`src/rtl/game_pkg.sv`:
```
// Shared types and helpers for the runner game-flow controller.
package game_pkg;

    // Width of every layer offset (two's complement, wraps on overflow).
    localparam int OFF_W = 12;

    typedef enum logic [2:0] {
        IDLE      = 3'd0,
        COUNTDOWN = 3'd1,
        LOGO      = 3'd2,
        SLIDE     = 3'd3,
        PLAY      = 3'd4,
        OVER      = 3'd5
    } game_state_t;

    // Number of set bits in a vector of up to 32 bits.
    function automatic int unsigned popcount(input logic [31:0] v);
        int unsigned n;
        n = 0;
        for (int i = 0; i < 32; i++) begin
            n += int'(v[i]);
        end
        return n;
    endfunction

endpackage

```
`src/rtl/lane_ctrl.sv`:
```
// Player lane control: button press detection on frame ticks, lane register
// bounded to [0, LANES-1], and the registered horizontal offset of the player.
module lane_ctrl
    import game_pkg::*;
#(
    parameter int LANES      = 3,
    parameter int LANE_PITCH = 100
) (
    input  logic                      clk,
    input  logic                      rst,
    input  logic                      tick_i,
    input  logic                      btn_left_i,
    input  logic                      btn_right_i,
    input  logic                      btn_start_i,
    input  logic                      move_en_i,
    input  logic                      centre_i,
    output logic                      start_press_o,
    output logic [$clog2(LANES)-1:0]  lane_o,
    output logic signed [OFF_W-1:0]   hoff_o
);

    localparam int LANE_W = $clog2(LANES);
    localparam logic [LANE_W-1:0] CENTRE = LANE_W'((LANES - 1) / 2);
    localparam logic [LANE_W-1:0] LAST   = LANE_W'(LANES - 1);

    // Previous-tick button samples, ordered {left, right, start}.
    logic [2:0]               prev_q, prev_d;
    logic [LANE_W-1:0]        lane_q, lane_d;
    logic signed [OFF_W-1:0]  hoff_q, hoff_d;
    logic                     press_l, press_r;

    // Signed pixel offset of a lane relative to the centre lane.
    function automatic logic signed [OFF_W-1:0] lane_offset(input logic [LANE_W-1:0] lane);
        int d;
        d = (int'(lane) - int'(CENTRE)) * LANE_PITCH;
        return OFF_W'(d);
    endfunction

    // A press is a rising edge between consecutive tick samples.
    assign press_l       = btn_left_i  & ~prev_q[2];
    assign press_r       = btn_right_i & ~prev_q[1];
    assign start_press_o = btn_start_i & ~prev_q[0];

    // Next lane and offset; simultaneous left+right presses cancel.
    always_comb begin
        // NOTE: every variable driven here gets a default first so no path leaves it unassigned (no latch).
        prev_d = prev_q;
        lane_d = lane_q;
        hoff_d = hoff_q;
        if (tick_i) begin
            prev_d = {btn_left_i, btn_right_i, btn_start_i};
            if (centre_i) begin
                lane_d = CENTRE;
            end else if (move_en_i && (press_l != press_r)) begin
                if (press_l && lane_q != '0) begin
                    lane_d = lane_q - LANE_W'(1);
                end else if (press_r && lane_q != LAST) begin
                    lane_d = lane_q + LANE_W'(1);
                end
            end
            hoff_d = lane_offset(lane_d);
        end
    end

    // Lane state registers with synchronous reset to the centre lane.
    always_ff @(posedge clk) begin
        // NOTE: state is written with <= so every flop samples pre-edge values regardless of statement order.
        if (rst) begin
            prev_q <= '0;
            lane_q <= CENTRE;
            hoff_q <= '0;
        end else begin
            prev_q <= prev_d;
            lane_q <= lane_d;
            hoff_q <= hoff_d;
        end
    end

    assign lane_o = lane_q;
    assign hoff_o = hoff_q;

endmodule

```
`src/rtl/game_fsm.sv`:
```
// Game-flow controller: IDLE -> countdown -> logo fade -> slide-in -> play ->
// game over, with score, lives and post-hit invulnerability bookkeeping.
module game_fsm
    import game_pkg::*;
#(
    parameter int LANES         = 3,
    parameter int LANE_PITCH    = 100,
    parameter int N_COIN        = 3,
    parameter int N_OBST        = 4,
    parameter int SCORE_W       = 16,
    parameter int LIVES         = 3,
    parameter int COUNT_FRAMES  = 5,
    parameter int FADE_STEP     = 30,
    parameter int FADE_END      = 640,
    parameter int SLIDE_START   = 180,
    parameter int SLIDE_STEP    = 20,
    parameter int SLIDE_END     = 50,
    parameter int INVULN_FRAMES = 60
) (
    input  logic                      clk,
    input  logic                      rst,
    input  logic                      frame_tick,
    input  logic                      btn_left,
    input  logic                      btn_right,
    input  logic                      btn_start,
    input  logic [N_COIN-1:0]         coin_hit,
    input  logic [N_OBST-1:0]         obst_hit,
    output game_state_t               state,
    output logic [$clog2(LANES)-1:0]  player_lane,
    output logic signed [OFF_W-1:0]   player_hoff,
    output logic [OFF_W-1:0]          player_voff,
    output logic [OFF_W-1:0]          logo_voff,
    output logic [SCORE_W-1:0]        score,
    output logic [3:0]                lives,
    output logic                      invuln,
    output logic                      spawn_en
);

    localparam int CNT_W = $clog2(COUNT_FRAMES + 1);
    localparam int INV_W = $clog2(INVULN_FRAMES + 1);

    game_state_t          state_q, state_d;
    logic [CNT_W-1:0]     cnt_q, cnt_d;
    logic [OFF_W-1:0]     logo_q, logo_d;
    logic [OFF_W-1:0]     pvoff_q, pvoff_d;
    logic [SCORE_W-1:0]   score_q, score_d;
    logic [3:0]           lives_q, lives_d;
    logic [INV_W-1:0]     inv_q, inv_d;
    logic                 spawn_q, spawn_d;
    logic                 invuln_q, invuln_d;
    logic [SCORE_W:0]     score_sum;
    logic                 start_press;
    logic                 restart;

    // A start press in IDLE or OVER begins a fresh game and recentres the player.
    assign restart = frame_tick && start_press && (state_q == IDLE || state_q == OVER);

    lane_ctrl #(
        .LANES      (LANES),
        .LANE_PITCH (LANE_PITCH)
    ) u_lane_ctrl (
        .clk           (clk),
        .rst           (rst),
        .tick_i        (frame_tick),
        .btn_left_i    (btn_left),
        .btn_right_i   (btn_right),
        .btn_start_i   (btn_start),
        .move_en_i     (state_q == PLAY),
        .centre_i      (restart),
        .start_press_o (start_press),
        .lane_o        (player_lane),
        .hoff_o        (player_hoff)
    );

    // Next-state, ramps, score, lives and invulnerability; all gated by frame_tick.
    always_comb begin
        state_d   = state_q;
        cnt_d     = cnt_q;
        logo_d    = logo_q;
        pvoff_d   = pvoff_q;
        score_d   = score_q;
        lives_d   = lives_q;
        inv_d     = inv_q;
        score_sum = {1'b0, score_q} + (SCORE_W + 1)'(popcount(32'(coin_hit)));

        if (frame_tick) begin
            case (state_q)
                IDLE, OVER: begin
                end
                COUNTDOWN: begin
                    if (cnt_q != '0) cnt_d = cnt_q - CNT_W'(1);
                    else             state_d = LOGO;
                end
                LOGO: begin
                    if (logo_q < OFF_W'(FADE_END)) logo_d = logo_q + OFF_W'(FADE_STEP);
                    else                           state_d = SLIDE;
                end
                SLIDE: begin
                    if (pvoff_q > OFF_W'(SLIDE_END)) pvoff_d = pvoff_q - OFF_W'(SLIDE_STEP);
                    else                             state_d = PLAY;
                end
                PLAY: begin
                    score_d = score_sum[SCORE_W] ? '1 : score_sum[SCORE_W-1:0];
                    if ((|obst_hit) && inv_q == '0) begin
                        // Losing the last life ends the game; no protection window is started.
                        lives_d = lives_q - 4'd1;
                        if (lives_q == 4'd1) state_d = OVER;
                        else                 inv_d = INV_W'(INVULN_FRAMES);
                    end else if (inv_q != '0) begin
                        inv_d = inv_q - INV_W'(1);
                    end
                end
                default: state_d = IDLE;
            endcase

            if (restart) begin
                state_d = COUNTDOWN;
                cnt_d   = CNT_W'(COUNT_FRAMES);
                logo_d  = '0;
                pvoff_d = OFF_W'(SLIDE_START);
                score_d = '0;
                lives_d = 4'(LIVES);
                inv_d   = '0;
            end
        end

        spawn_d  = (state_d == PLAY);
        invuln_d = (inv_d != '0);
    end

    // Game state registers with synchronous reset to the idle screen.
    always_ff @(posedge clk) begin
        if (rst) begin
            state_q  <= IDLE;
            cnt_q    <= '0;
            logo_q   <= '0;
            pvoff_q  <= OFF_W'(SLIDE_START);
            score_q  <= '0;
            lives_q  <= 4'(LIVES);
            inv_q    <= '0;
            spawn_q  <= 1'b0;
            invuln_q <= 1'b0;
        end else begin
            state_q  <= state_d;
            cnt_q    <= cnt_d;
            logo_q   <= logo_d;
            pvoff_q  <= pvoff_d;
            score_q  <= score_d;
            lives_q  <= lives_d;
            inv_q    <= inv_d;
            spawn_q  <= spawn_d;
            invuln_q <= invuln_d;
        end
    end

    assign state       = state_q;
    assign player_voff = pvoff_q;
    assign logo_voff   = logo_q;
    assign score       = score_q;
    assign lives       = lives_q;
    assign invuln      = invuln_q;
    assign spawn_en    = spawn_q;

endmodule

```
`config.mk`:
```
export PLATFORM = sky130hd
export DESIGN_NAME = game_fsm
export DESIGN_NICKNAME = d
export VERILOG_FILES = /design/src/rtl/game_pkg.sv /design/src/rtl/lane_ctrl.sv /design/src/rtl/game_fsm.sv
export SDC_FILE = /design/constraint.sdc
export NUM_CORES = 1
export LEC_CHECK = 0
export CORE_MARGIN = 5
export CORE_UTILIZATION = 41
export CTS_BUF_LIST = sky130_fd_sc_hd__clkbuf_8 sky130_fd_sc_hd__clkbuf_16
export DETAILED_ROUTE_END_ITERATION = 12
export GPL_ROUTABILITY_DRIVEN = 0
export HOLD_SLACK_MARGIN = 0.12
export PLACE_DENSITY = 0.76
export SLEW_MARGIN = 10
export SYNTH_ARGS = -nofsm -noshare
export SYNTH_HDL_FRONTEND = slang
export SYNTH_SLANG_ARGS = --single-unit
```
`constraint.sdc`:
```
create_clock -name clk -period 6.45 [get_ports clk]
set_clock_uncertainty 0.2 [all_clocks]
set_input_delay 0.645 -clock clk [delete_from_list [all_inputs] [get_ports clk]]
set_output_delay 0.645 -clock clk [all_outputs]
set_load 0.1 [all_outputs]
```
==> results of run 1 <==
[critical path, delay by kind of cell]
kind | cells | cell delay (ns)
and+or+nand+nor | 4 | 1.86
buffers and inverters | 1 | 1.12
[placed cells by master, fill, tap and decap left out, drive strengths merged, types with 4 or more instances in the layout]
cell           netlist  final
nor2b                8      8
clkbuf               9     10
mux2i                9      9
conb                 1      5
xor2                10     10
nand2               35     35
o211ai               6      6
nand4                7      7
nand2b               5      5
dfxtp               65     65
and3                 7      7
nor3                14     14
a31oi                6      6
nor2                50     50
nor4                 7      7
clkdlybuf4s50        0     70
inv                 17     21
a211oi               4      4
and2                 6      6
o21ai               25     25
a21oi               28     28
nor3b                8      8
xnor2               12     12
nand3               18     18
ha                  15     15
[state kept, by name, summed over array words and instances, names as in the netlist, 2 cells and up]
register	count
score	16
inv_q	6
state	3
lives	4
u_lane_ctrl.hoff_o	5
cnt_q	3
player_voff	10
logo_voff	11
u_lane_ctrl.prev_q	3
u_lane_ctrl.lane_o	2
[through the flow]
stage          std cells  hold WS [ns]  util (%)
5_1_grt              604         0.313      52.3
6_report             604         0.267      52.3
3_5_place_dp         588         0.260      50.1
4_1_cts              604         0.271      52.3
2_1_floorplan        433         0.251         -
3_3_place_gp         588         0.257      50.1
[final timing paths]
kind              cells past startpoint                           end                    startpoint
setup / recovery                      5        score[10]$_SDFFE_PP0P_                    frame_tick
hold / removal                        1  player_voff[11]$_SDFFE_PP0P_  player_voff[11]$_SDFFE_PP0P_
setup reg to reg                      4   player_voff[3]$_SDFFE_PP0P_           state[1]$_SDFF_PP0_
hold reg to reg                       1  player_voff[11]$_SDFFE_PP0P_  player_voff[11]$_SDFFE_PP0P_
[layout make-up]
type / count / share of cell area (%)
well taps: 108 / 2.96
flip-flops and latches: 65 / 28.5
repair buffers: 71 / 15.5
inverters: 17 / 1.40
multi-input cells: 327 / 47.4
clock inverters: 6 / 1.15
clock buffers: 10 / 3.02
[power by group]
group	internal, uW	switching (uW)
clock network	184	155
logic	33.6	79.7
registers	407	9.72
total	624	245
[per-layer routing]
metal	wire (um)	vias to the layer above	global-route usage, %
li1	-	1642	-
met1	4090	1558	21.1
met2	4170	99	26.0
met3	412	24	3.54
met4	249	0	7.59
met5	0	-	0
[kinds of logic (layout without fill, tap and decap cells)]
logic type / after synthesis / in the layout / share of synthesized area [%]
other: 1 / 5 / 0.102
multiplexers: 9 / 9 / 2.46
buffers and inverters: 41 / 104 / 5.84
flip-flops: 65 / 65 / 35.5
XOR/XNOR: 22 / 22 / 5.26
AO/OA/AOI/OAI: 93 / 93 / 16.7
AND/OR/NAND/NOR: 181 / 181 / 27.9
adder cells (fa/ha/maj): 17 / 17 / 6.22
==> impl_metrics.env, run 1 <==
export IMPL_fin_total_pwr_uw=869
export IMPL_dr_pass1_iters=4
export IMPL_setup_violations=0
export IMPL_clk_latency_ns=0.34
export IMPL_dp_hpwl_mm=6.40
export IMPL_coreArea_sq_mm=0.00872
export IMPL_postPlaceCellArea_sq_mm=0.00437
export IMPL_hp_class="reg -> reg"
export IMPL_hold_buffers=0
export IMPL_die_h_um=105
export IMPL_drt_antenna_violating_nets=0
export IMPL_worstSetupEndpointType="flip-flop"
export IMPL_drive_gt1_share_pct=7.26
export IMPL_setup_slack_ns=2.80
export IMPL_grt_pass1_wl_mm=15.1
export IMPL_overflow=0
export IMPL_grt_max_degree=33
export IMPL_clk_pin_slew_ns=0.06
export IMPL_finalCritPeriodShare_pct=56.6
export IMPL_drt_iter0_drc=146
export IMPL_synth_area_sq_mm=0.00366
export IMPL_synth_edf_count=0
export IMPL_worst_pin_slew_ns=0.989
export IMPL_synth_top_area_share_pct=35.5
export IMPL_final_max_slew_violation_count=0
export IMPL_vias=3323
export IMPL_clock_fmax_ghz=0.274
export IMPL_synth_seq_cells=65
export IMPL_cts_root_buf="clkbuf_8"
export IMPL_cp_arrival_ns=3.64
export IMPL_synthArstFlopShare_pct=0
export IMPL_syn_inst=429
export IMPL_powerDensity_mw_per_mm2=191
export IMPL_max_slew_margin_rel_pct=33.9
export IMPL_post_place_ws_ns=2.44
export IMPL_yosysSeqAreaShare_pct=35.5
export IMPL_cts_inserted_buffers=9
export IMPL_path_class="in -> reg"
export IMPL_synth_largest_area_cell="dfxtp_1"
export IMPL_via_per_inst=5.50
export IMPL_cts_tree="built"
export IMPL_fin_nets=521
export IMPL_start_util_pct=42.0
export IMPL_r2r_slack_ns=3.63
export IMPL_p_leak_uw=0.00172
export IMPL_required_ns=6.44
export IMPL_final_area_sq_mm=0.00456
export IMPL_grt_usage_pct=16.4
export IMPL_drt_wl_total_mm=8.92
export IMPL_synthDistinctLibCells=72
export IMPL_antenna_found_initial=0
export IMPL_drc_errors=0
export IMPL_cts_resized=0
export IMPL_sequential_cell_area_sq_mm=0.00130
export IMPL_pin_count=76
export IMPL_tns_ns=0
export IMPL_area_delta_synth_final_pct=24.5
export IMPL_grt_pass1_vias=3118
export IMPL_multi_input_area_sq_mm=0.00216
export IMPL_port_buffers=70
export IMPL_path_cells="clkdlybuf4s50_1, nor2b_1, nand3_1, nand2_1, nor3_1"
export IMPL_h_tree_depth=3
export IMPL_critPathMaxFanout=24
export IMPL_fin_crit_ns=3.65
export IMPL_cpPeakStageDelay_ns=1.12
export IMPL_clock_sinks=65
export IMPL_synth_warnings=0
export IMPL_wl_per_cell_um=14.8
export IMPL_vdd_drop_max_uv=115
export IMPL_synthTopCellsByArea="dfxtp_1, ha_1, nor2_1, a21oi_1, nand2_1"
export IMPL_cp_start_kind="input pin"
export IMPL_die_area_sq_mm=0.0109
export IMPL_status="finished clean"
export IMPL_yosysMostFrequentCell="dfxtp_1"
export IMPL_nFillCells=803
export IMPL_n_antenna_cell=0
export IMPL_rsz0062_at_grt="no"
export IMPL_syn_avg_cell_area_sq_um=8.54
export IMPL_finalHoldViolCount=0
export IMPL_rows=34
export IMPL_postCtsSetupRepairBufs=0
export IMPL_drv_cap=0
export IMPL_cts_buffer_depth=2
export IMPL_die_w_um=105
export IMPL_synth_top_cells_by_count="dfxtp_1, nor2_1, nand2_1"
export IMPL_yosys_most_used_dff="dfxtp_1"
export IMPL_crit_slowest_cell="clkdlybuf4s50_1"
Note: power is estimated with default switching activity, not from simulation.
==> inputs of run 2 (changes only) <==
--- a/config.mk
+++ b/config.mk
@@ -11,7 +11,7 @@
 export DETAILED_ROUTE_END_ITERATION = 12
 export GPL_ROUTABILITY_DRIVEN = 0
 export HOLD_SLACK_MARGIN = 0.12
-export PLACE_DENSITY = 0.76
+export PLACE_DENSITY = 0.79
 export SLEW_MARGIN = 10
 export SYNTH_ARGS = -nofsm -noshare
 export SYNTH_HDL_FRONTEND = slang
==> constraint.sdc (replaced) <==
create_clock -name clk -period 2.95 [get_ports clk]
set_clock_uncertainty 0.2 [all_clocks]
set_input_delay 0.295 -clock clk [delete_from_list [all_inputs] [get_ports clk]]
set_output_delay 0.295 -clock clk [all_outputs]
set_load 0.1 [all_outputs]
==> run 2 against run 1 <==
Register-to-register slack lost 3.4 ns. Wire length increased by 2.8%. Clock power increased by 130%. Flip-flop and latch count unchanged. Non-clock buffer count grew 10. Critical path depth is 5 higher. Final area down 1.1%. Clock-buffer cell count up 1. Die area is the same. Sequential power is 120% higher.
==> impl_metrics.env, run 2 (same netlist as run 1, synthesis figures left out) <==
export IMPL_status="finished clean"
export IMPL_rr_worst_depth=9
export IMPL_cts_root_buf="clkbuf_8"
export IMPL_area_delta_synth_final_pct=23.2
export IMPL_grt_max_degree=25
export IMPL_hp_start="player_voff[11]$_SDFFE_PP0P_"
export IMPL_r2r_slack_ns=0.27
export IMPL_grt_pass1_wl_mm=15.5
export IMPL_final_max_slew_violation_count=0
export IMPL_fin_nets=531
export IMPL_drt_antenna_violating_nets=0
export IMPL_hold_depth=1
export IMPL_reg2reg_from="score[0]$_SDFFE_PP0P_"
export IMPL_clock_sinks=65
export IMPL_grt_pass1_vias=3264
export IMPL_rows=34
export IMPL_drive_gt1_share_pct=21.7
export IMPL_drt_wl_total_mm=9.17
export IMPL_layout_commonest_cell="buf_4"
export IMPL_overflow=0
export IMPL_setup_violations=0
export IMPL_cp_start_kind="input pin"
export IMPL_fin_crit_ns=2.79
export IMPL_die_h_um=105
export IMPL_worstSetupEndpointType="flip-flop"
export IMPL_drt_iter0_drc=269
export IMPL_pin_count=76
export IMPL_fin_total_pwr_uw=1950
export IMPL_clk_pin_slew_ns=0.07
export IMPL_vdd_drop_max_uv=275
export IMPL_r2r_end="score[15]$_SDFFE_PP0P_"
export IMPL_start_util_pct=42.0
export IMPL_port_buffers=70
export IMPL_clock_fmax_ghz=0.359
export IMPL_tns_ns=0
export IMPL_path_class="in -> reg"
export IMPL_critPathMaxFanout=6
export IMPL_die_area_sq_mm=0.0109
export IMPL_powerDensity_mw_per_mm2=433
export IMPL_cts_tree="built"
export IMPL_mostFrequentLayoutCells="buf_4, dfxtp_1, nor2_1"
export IMPL_largest_reg_flops=16
export IMPL_hp_class="reg -> reg"
export IMPL_clk_latency_ns=0.34
export IMPL_post_place_ws_ns=-0.157
export IMPL_postCtsSetupRepairBufs=0
export IMPL_final_area_sq_mm=0.00451
export IMPL_required_ns=3.00
export IMPL_cts_resized=0
export IMPL_rsz0062_at_grt="no"
export IMPL_dp_hpwl_mm=6.67
export IMPL_antenna_found_initial=0
export IMPL_cp_arrival_ns=2.84
export IMPL_via_per_inst=5.48
export IMPL_die_w_um=105
export IMPL_postPlaceCellArea_sq_mm=0.00431
export IMPL_hold_buffers=0
export IMPL_drv_cap=0
export IMPL_grt_usage_pct=16.8
export IMPL_layout_core_utilization_pct=51.7
export IMPL_finalCritPeriodShare_pct=94.5
export IMPL_whs_endpoint="player_voff[11]$_SDFFE_PP0P_"
export IMPL_p_leak_uw=0.00187
export IMPL_setup_slack_ns=0.162
export IMPL_max_slew_margin_rel_pct=57.1
export IMPL_n_antenna_cell=0
export IMPL_worst_pin_slew_ns=0.643
export IMPL_cts_inserted_buffers=9
export IMPL_cts_buffer_depth=2
export IMPL_wl_per_cell_um=14.9
export IMPL_h_tree_depth=3
export IMPL_finalHoldViolCount=0
export IMPL_coreArea_sq_mm=0.00872
export IMPL_drc_errors=0
export IMPL_vias=3367
export IMPL_dr_pass1_iters=5
-- run 2: cell types whose count changed in the layout (fill, tap and decap cells not counted), sizes merged --
cell	change
clkdlybuf4s50	-58
clkbuf	+1
clkinv	+2
buf	+68
inv	-3
-- run 2: per-layer routing --
layer	GRT usage [%]	vias up	wire length, um
met1	21.2	1579	4050
li1	-	1659	-
met4	4.63	0	99
met2	28.0	119	4370
met5	0	-	0
met3	4.90	10	643
-- run 2: worst max-delay path by stage --
stage / endpoint / slack, ns / from / depth (start not counted)
final: score[15]$_SDFFE_PP0P_ / 0.16 / coin_hit[0] / 10
after global routing: score[8]$_SDFFE_PP0P_ / 0.02 / coin_hit[0] / 9
after CTS: score[15]$_SDFFE_PP0P_ / 0.17 / coin_hit[0] / 10
after detailed placement: score[15]$_SDFFE_PP0P_ / -0.16 / coin_hit[0] / 10
after global placement: score[10]$_SDFFE_PP0P_ / -0.11 / coin_hit[0] / 9
after floorplan: score[7]$_SDFFE_PP0P_ / 0.07 / score[0]$_SDFFE_PP0P_ / 9
-- run 2: metrics by stage --
stage | hold slack, ns | instances
2_1_floorplan | 0.172 | 433
3_3_place_gp | 0.255 | 598
3_5_place_dp | 0.262 | 598
4_1_cts | 0.274 | 614
5_1_grt | 0.292 | 614
6_report | 0.272 | 614
-- run 2: area by class of cell --
type	count	area (sq um)
Fill cell	829	4210
Inverter	17	63.8
Sequential cell	65	1310
Clock buffer	11	151
Timing Repair Buffer	81	638
Multi-Input combinational cell	327	2160
Clock inverter	5	55.1
Tap cell	108	135
-- run 2: power breakdown --
| part | switching (uW) | total (uW) | internal [uW] |
|---|---|---|---|
| clock network | 352 | 786 | 434 |
| registers | 21.9 | 912 | 890 |
| logic | 178 | 255 | 76.9 |
| total | 552 | 1950 | 1400 |
-- run 2: critical path: stages --
cell and delay (ns):
clkdlybuf4s50_1 0.43, fa_1 0.56, ha_1 0.19, fa_1 0.22, and3_1 0.19, nand4_1 0.16, or3_4 0.44, o31ai_1 0.08
a22oi_1 0.09, nor3_1 0.19
==> inputs of run 3 (changes only) <==
--- a/config.mk
+++ b/config.mk
@@ -11,7 +11,7 @@
 export DETAILED_ROUTE_END_ITERATION = 12
 export GPL_ROUTABILITY_DRIVEN = 0
 export HOLD_SLACK_MARGIN = 0.12
-export PLACE_DENSITY = 0.79
+export PLACE_DENSITY = 0.66
 export SLEW_MARGIN = 10
 export SYNTH_ARGS = -nofsm -noshare
 export SYNTH_HDL_FRONTEND = slang
==> constraint.sdc (replaced) <==
create_clock -name clk -period 3.45 [get_ports clk]
set_clock_uncertainty 0.2 [all_clocks]
set_input_delay 0.345 -clock clk [delete_from_list [all_inputs] [get_ports clk]]
set_output_delay 0.345 -clock clk [all_outputs]
set_load 0.1 [all_outputs]
==> run 3 against run 2 <==
Via count shrank 1.5%. Critical path depth shrank 1. Sequential share of layout area shrank 0.60 points. Critical path type unchanged.
==> impl_metrics.env, run 3 (same netlist as run 1, synthesis figures left out) <==
export IMPL_grt_pass1_vias=3174
export IMPL_vias=3318
export IMPL_setup_violations=0
export IMPL_finalNonFillerCells=609
export IMPL_dp_cells=593
export IMPL_timing_critical_path_buf_inv=1
export IMPL_path_class="in -> reg"
export IMPL_p_leak_uw=0.00174
export IMPL_drc_errors=0
export IMPL_path_cells="clkdlybuf4s50_1, fa_1, ha_1, fa_1, and3_1, nand4_1, nor3_2, o21ai_0, a21oi_1"
export IMPL_drt_wl_total_mm=9.13
export IMPL_drt_antenna_violating_nets=0
export IMPL_coreArea_sq_mm=0.00872
export IMPL_cts_tree="built"
export IMPL_fin_nets=526
export IMPL_powerDensity_mw_per_mm2=351
export IMPL_tns_ns=0
export IMPL_mostFrequentLayoutCells="clkdlybuf4s50_1, dfxtp_1, nor2_1"
export IMPL_nFillCells=805
export IMPL_layout_core_utilization_pct=52.7
export IMPL_clock_fmax_ghz=0.338
export IMPL_port_buffers=70
export IMPL_cts_buffer_depth=2
export IMPL_hp_class="reg -> reg"
export IMPL_clock_sinks=65
export IMPL_cts_inserted_buffers=9
export IMPL_final_area_sq_mm=0.00459
export IMPL_grt_max_degree=31
export IMPL_clk_latency_ns=0.34
export IMPL_h_tree_depth=3
export IMPL_cpMostUsedCell="fa_1"
export IMPL_drv_cap=0
export IMPL_n_antenna_cell=0
export IMPL_fin_total_pwr_uw=1610
export IMPL_rows=34
export IMPL_layout_commonest_cell="clkdlybuf4s50_1"
export IMPL_drt_iter0_drc=214
export IMPL_dp_hpwl_mm=6.59
export IMPL_worstSetupEndpointType="flip-flop"
export IMPL_wl_per_cell_um=15.0
export IMPL_finalCritPeriodShare_pct=85.7
export IMPL_cpPeakStageDelay_ns=0.54
export IMPL_clk_pin_slew_ns=0.07
export IMPL_postPlaceCellArea_sq_mm=0.00440
export IMPL_finalHoldViolCount=0
export IMPL_dr_pass1_iters=4
export IMPL_crit_family="adder cells"
export IMPL_max_slew_margin_rel_pct=34.4
export IMPL_final_max_slew_violation_count=0
export IMPL_largest_reg_flops=16
export IMPL_pin_count=76
export IMPL_fin_crit_ns=2.96
export IMPL_die_w_um=105
export IMPL_required_ns=3.50
export IMPL_cp_arrival_ns=3.01
export IMPL_worst_pin_slew_ns=0.981
export IMPL_grt_pass1_wl_mm=15.3
export IMPL_area_delta_synth_final_pct=25.4
export IMPL_start_util_pct=42.0
export IMPL_via_per_inst=5.45
export IMPL_drive_gt1_share_pct=9.38
export IMPL_status="finished clean"
export IMPL_die_area_sq_mm=0.0109
export IMPL_grt_usage_pct=16.6
export IMPL_die_h_um=105
export IMPL_overflow=0
export IMPL_hold_buffers=0
export IMPL_cts_root_buf="clkbuf_8"
export IMPL_cp_start_kind="input pin"
export IMPL_antenna_found_initial=0
export IMPL_vdd_drop_max_uv=206
export IMPL_critPathMaxFanout=9
export IMPL_postCtsSetupRepairBufs=0
export IMPL_cts_resized=0
export IMPL_rsz0062_at_grt="no"
export IMPL_crit_slowest_cell="fa_1"
==> run 3: per-stage QoR <==
step                worst slack (ns)  hold slack [ns]
floorplan                      0.219            0.222
global placement               0.258            0.257
detailed placement             0.237            0.264
CTS                            0.553            0.275
global route                   0.321            0.309
finish                         0.494            0.272
==> run 3: worst min-delay path, delay by kind of cell, from the launching register on <==
| kind | cells | cell delay [ns] |
|---|---|---|
| AOI/OAI and AO/OA | 1 | 0.06 |
| and+or+nand+nor | 1 | 0.06 |
| DFF | 1 | 0.31 |
==> run 3: path summary, 6_finish.rpt <==
kind	startpoint	end	slack [ns]	cells past startpoint
max reg2reg	score[0]$_SDFFE_PP0P_	score[5]$_SDFFE_PP0P_	0.65	8
min reg2reg	u_lane_ctrl.hoff_o[6]$_SDFFE_PP0P_	u_lane_ctrl.hoff_o[6]$_SDFFE_PP0P_	0.27	2
min	u_lane_ctrl.hoff_o[6]$_SDFFE_PP0P_	u_lane_ctrl.hoff_o[6]$_SDFFE_PP0P_	0.27	2
max	coin_hit[0]	score[5]$_SDFFE_PP0P_	0.49	9
==> run 3: metal layers <==
layer  part of all wire [%]  up-vias  global-route usage (%)
met5                      0        -                       0
met4                   0.65        0                    4.72
met3                    5.5        7                    4.66
met2                     48       97                    26.8
met1                     45     1570                    21.6
li1                       -     1644                       -
==> run 3: area by class of cell <==
class,count,area (sq um),share of cell area [%]
Sequential cell,65,1300,28.3
Multi-Input combinational cell,327,2160,47.1
Tap cell,108,135,2.94
Clock buffer,12,165,3.59
Timing Repair Buffer,76,738,16.1
Inverter,17,63.8,1.39
Clock inverter,4,27.5,0.599
==> run 3: where the power goes <==
group          internal [uW]  switching (uW)
combinational           65.3             152
sequential               761            17.8
clock                    318             298
total                   1140             467
==> RTL edit 1: new RTL, settings of run 2 <==
Register the input `coin_hit` before use. The logic sees it one clock later. The other inputs are not delayed to match.
--- a/src/rtl/game_fsm.sv
+++ b/src/rtl/game_fsm.sv
@@ -40,2 +40,8 @@
     localparam int INV_W = $clog2(INVULN_FRAMES + 1);
+
+    logic [N_COIN-1:0] coin_hit_q;
+
+    always_ff @(posedge clk) begin
+        coin_hit_q <= coin_hit;
+    end
 
@@ -83,3 +89,3 @@
         inv_d     = inv_q;
-        score_sum = {1'b0, score_q} + (SCORE_W + 1)'(popcount(32'(coin_hit)));
+        score_sum = {1'b0, score_q} + (SCORE_W + 1)'(popcount(32'(coin_hit_q)));
 
Function: same outputs for any inputs over 10 cycles, from zero or initial values and one cycle with rst high; that may be too few to reach the edited logic, so the function may still have changed.
==> RTL edit 1 against run 2 <==
  * Worst setup slack got worse by 0.12 ns
  * Sequential cell count rose by 3
  * Cell area rose by 1.8%
  * Combinational power rose by 8.2%
  * Synthesized area fell by 0.48%
  * Routed wire length barely moved
  * Total power rose by 0.60%
==> RTL edit 1: results (changes against run 2) <==
outcome=completed; Async S/R FF share, synth=0 (unchanged); Clk Tree Root Cell=clkbuf_8; highest-delay cell along the critical path=fa_1; largest fanout on the critical path=6 (unchanged); ys flop type=dfxtp_1; clock buffer count from CTS=9 (unchanged); endpoint arrival time on the critical path=2.96 ns (+0.12 ns); Final Non-Filler Cells=632 (+2.9%); DRC marker count from the first detailed-route iteration=237 (-12%); source of the worst hold timing path=coin_hit[0]; number of vias per cell after detailed routing=5.54 (+0.99%); Slowest Stage Delay on Critical Path=0.54 ns (-0.02 ns); clock latency at the later pin of the worst-skew pair=0.34 ns (about the same); count of distinct cell types in the synthesized netlist=65 (-9.7%); vias in the first global route=3306 (+1.3%); Final #Nets=550 (+3.6%); clock slew seen by the registers of the worst setup and hold paths=0.07 ns (about the same); Worst slew margin=0.569 (-0.00159); Gate Count Post-Synth=440 (+2.6%); fraction of layout cells with a size suffix above 1=0.218 (about the same); placed cell count=615 (+2.8%); total iterations of the first detailed-routing run=4 (-1); GRT Total Usage=0.168 (-0.000450); number of input and output port buffers inserted=70 (unchanged); first-pass GRT wire length=15600 um (+0.85%); first element of the critical path=coin_hit_q[2]; detailed-route wire length=9160 um (about the same); pin count of the biggest net entering global routing=28 (+12%); Hold Crit Class=input port to flop; portion of the post-synthesis area used by sequential elements=0.373 (+0.0182); startpoint of the lowest-slack register-to-register path=coin_hit_q[2]; synth top area cells=dfxtp_1 37%, nor2_1 5.4%, ha_1 5.1%, a21oi_1 4.3%, nand2_1 3.7%; Syn. warnings=0 (unchanged); Max Root-Sink Buffers=2 (unchanged); most instantiated cells after synthesis=68 x dfxtp_1, 52 x nor2_1, 36 x nand2_1; initial antenna violation count=0 (unchanged); Antenna diodes=0 (unchanged); number of flip-flops in the largest register=16 (unchanged); H-tree Lvls=3 (unchanged); peak supply drop=0.000263 V (-4.3%); Filler cells=830 (+0.12%); Detailed Place HPWL=6820 um (+2.2%); leakage=0.00189 uW (+0.92%)
-- RTL edit 1: where the power goes --
group          switching (uW)  internal (uW)
Sequential               23.7            934
Combinational             194           82.3
Clock                     332            399
-- RTL edit 1: timing repair --
| action | CTS | global route |
|---|---|---|
| endpoints found under the setup margin | 1 | 15 |
| pin swaps | 1 | 4 |
| cloned | 0 | 0 |
| gates resized for setup | 0 | 3 |
| setup buffers | 0 | 2 |
-- RTL edit 1: kinds of logic after synthesis --
family	share of synthesized area
other	0.00103
AND/OR/NAND/NOR	0.247
multiplexers	0.0192
XOR/XNOR	0.0528
adder cells (fa/ha/maj)	0.0625
buffers and inverters	0.0594
flip-flops	0.373
AO/OA/AOI/OAI	0.185
-- RTL edit 1: path summary, 6_finish.rpt --
check                               end  cells after the start  slack (ns)
setup / recovery               score[9]                      9        0.05
hold / removal            coin_hit_q[0]                      1        0.20
hold reg to reg   u_lane_ctrl.hoff_o[6]                      2        0.27
setup reg to reg               score[9]                      9        0.05
-- RTL edit 1: worst max-delay path: cells and delay by family, from the launching register on --
family / cells / cell delay (ns)
AO/OA/AOI/OAI: 3 / 0.32
flip-flops: 1 / 0.32
adder cells (fa/ha/maj): 3 / 0.94
AND/OR/NAND/NOR: 3 / 1.03
-- RTL edit 1: through the flow --
stage | setup WS (ns) | utilization | area (um2) | TNS, ns | hold WS [ns]
after CTS | 0.0216 | 0.526 | 4570 | 0 | 0.184
after global placement | 0.0499 | 0.505 | 4380 | 0 | 0.258
after detailed placement | -0.00633 | 0.505 | 4380 | -0.00633 | 0.260
after global routing | -0.0804 | 0.529 | 4590 | -0.218 | 0.188
final | 0.0461 | 0.529 | 4590 | 0 | 0.198
after floorplan | -0.180 | - | 3680 | -0.689 | 0.123
-- RTL edit 1: final cells by class --
type                    count  area [um2]  share of cell area
clock buffers              10         138              0.0300
clock inverters             5        46.3              0.0101
inverters                  19        71.3              0.0155
multi-input cells         331        2120               0.462
flip-flops and latches     68        1370               0.298
well taps                 108         135              0.0294
repair buffers             91         713               0.155
-- RTL edit 1: metal layers --
| metal | vias to the layer above | track usage | part of all wire |
|---|---|---|---|
| met5 | - | 0 | 0 |
| met2 | 114 | 0.276 | 0.48 |
| met1 | 1657 | 0.219 | 0.45 |
| li1 | 1712 | - | - |
| met4 | 0 | 0.0638 | 0.018 |
| met3 | 17 | 0.0279 | 0.049 |
==> RTL edit 2: new RTL, config.mk and constraints of run 2 <==
Without the edit above. `COUNT_FRAMES`: 5 -> 10.
--- a/src/rtl/game_fsm.sv
+++ b/src/rtl/game_fsm.sv
@@ -11,3 +11,3 @@
     parameter int LIVES         = 3,
-    parameter int COUNT_FRAMES  = 5,
+    parameter int COUNT_FRAMES  = 10,
     parameter int FADE_STEP     = 30,
Check against the original RTL: not equivalent (Yosys sat finds a counterexample within 10 cycles, from zero or initial values and one cycle with rst high).
==> RTL edit 2 against run 2 <==
  * Routed wire length rose by 2.2%
  * Sequential share of layout area shrank 0.46 points
  * Worst setup slack worse by 0.10 ns
  * Fmax decreased by 3.6%
  * Synthesized area is 2.4% higher
  * Total power increased by 0.19%
  * Largest power group unchanged
  * Sequential cell count grew 1
  * Global-route usage is 0.17 points lower
  * Combinational power barely moved
  * Cell area up 3.3%
  * Synthesized cell count up 6.8%
  * Final cell count increased by 5.2%
  * Worst hold slack better by 0.0064 ns
==> RTL edit 2: results (changes against run 2) <==
outcome=completed; GRT Total Usage=0.166 (-0.00170); Synth Area in Compound Gates=0.187 (+0.0198); worst setup slack for register-to-register paths=0.17 ns (-0.10 ns); growth of design area from synthesis to finish=24.2%; pre-CTS setup slack=-0.328 ns (-0.171 ns); hold endpoint=u_lane_ctrl.hoff_o[2]; vias in the first global route=3320 (+1.7%); mean instance size in the synthesized netlist=8.19 um2 (-4.1%); Detailed Place HPWL=6940 um (+4.0%); total iterations of the first detailed-routing run=6 (+1); first-pass GRT wire length=15300 um (-0.72%); clock latency at the later pin of the worst-skew pair=0.34 ns (about the same); Clk pwr share=0.398 (-0.004); source of the worst hold timing path=u_lane_ctrl.hoff_o[2]; synth top area cells=dfxtp_1 35%, nor2_1 7.0%, ha_1 5.3%, a21oi_1 4.4%, xnor2_1 3.5%; largest fanout on the critical path=11 (+5); global routing usage on met3=0.0557 (+0.00669); vias post-DR=3575 (+6.2%); worst flop-to-flop path endpoint=score[7]; detail-routed net length per standard cell=14.5 um (-2.8%); adder-cell share of the synthesized area=0.0640 (+0.00188); global-route met1 utilization=0.196 (-0.0162); number of vias per cell after detailed routing=5.53 (+0.92%); Final #Nets=562 (+5.8%); most instantiated cells after synthesis=70 x nor2_1, 66 x dfxtp_1, 33 x a21oi_1; xor and xnor area share after synthesis=0.0514 (-0.00123); fraction of layout cells with a size suffix above 1=0.209 (-0.00805); clock buffer count from CTS=9 (unchanged); number of instances on the worst hold path=2 (+1); pin count of the biggest net entering global routing=31 (+24%); peak supply drop=0.000305 V (+11%); fin crit period=2.89 ns (+0.104 ns); Hold Slack=0.278 ns (+0.00636 ns); placed cell count=630 (+5.4%); leakage=0.00190 uW (+1.3%); DRC marker count from the first detailed-route iteration=257 (-4.5%); endpoint arrival time on the critical path=2.92 ns (+0.08 ns); met2 Usage GRT=0.286 (+0.00634); multiplexer fraction of the synthesized cell area=0.0187 (-0.00591); area post-placement=4440 um2 (+3.1%); gate family responsible for the most delay along the worst path=adder cells; slew at the pin with the worst max-slew slack=0.554 ns (-0.0892 ns); Psw=521 uW (-5.6%); Filler cells=847 (+2.2%); count of distinct cell types in the synthesized netlist=70 (-2.8%); portion of the post-synthesis area used by sequential elements=0.352 (-0.00296); Worst Reg-to-Reg Cells=10 (+1)
RTL edit 2: cell type report:
| class | instances | area share |
|---|---|---|
| clock buffers | 12 | 0.0354 |
| multi-input cells | 343 | 0.474 |
| repair buffers | 86 | 0.148 |
| well taps | 111 | 0.0298 |
| clock inverters | 3 | 0.00832 |
| inverters | 25 | 0.0201 |
| flip-flops and latches | 66 | 0.285 |
RTL edit 2: repair_timing:
item                       CTS  global route
resized for setup            0             3
setup endpoints to repair    0             6
buffers inserted             0             1
RTL edit 2: worst max path at each step:
stage,endpoint,cells past startpoint,startpoint
after floorplan,score[5],10,score[0]
after global placement,score[9],10,coin_hit[0]
after detailed placement,score[7],11,coin_hit[0]
after CTS,score[7],11,coin_hit[0]
after global routing,score[7],11,coin_hit[0]
final,score[7],11,coin_hit[0]
RTL edit 2: layer usage:
metal  vias up  wire length [um]
met5         -                 0
met3        23               587
met1      1671              4000
met2       132              4640
li1       1749                 -
met4         0               143
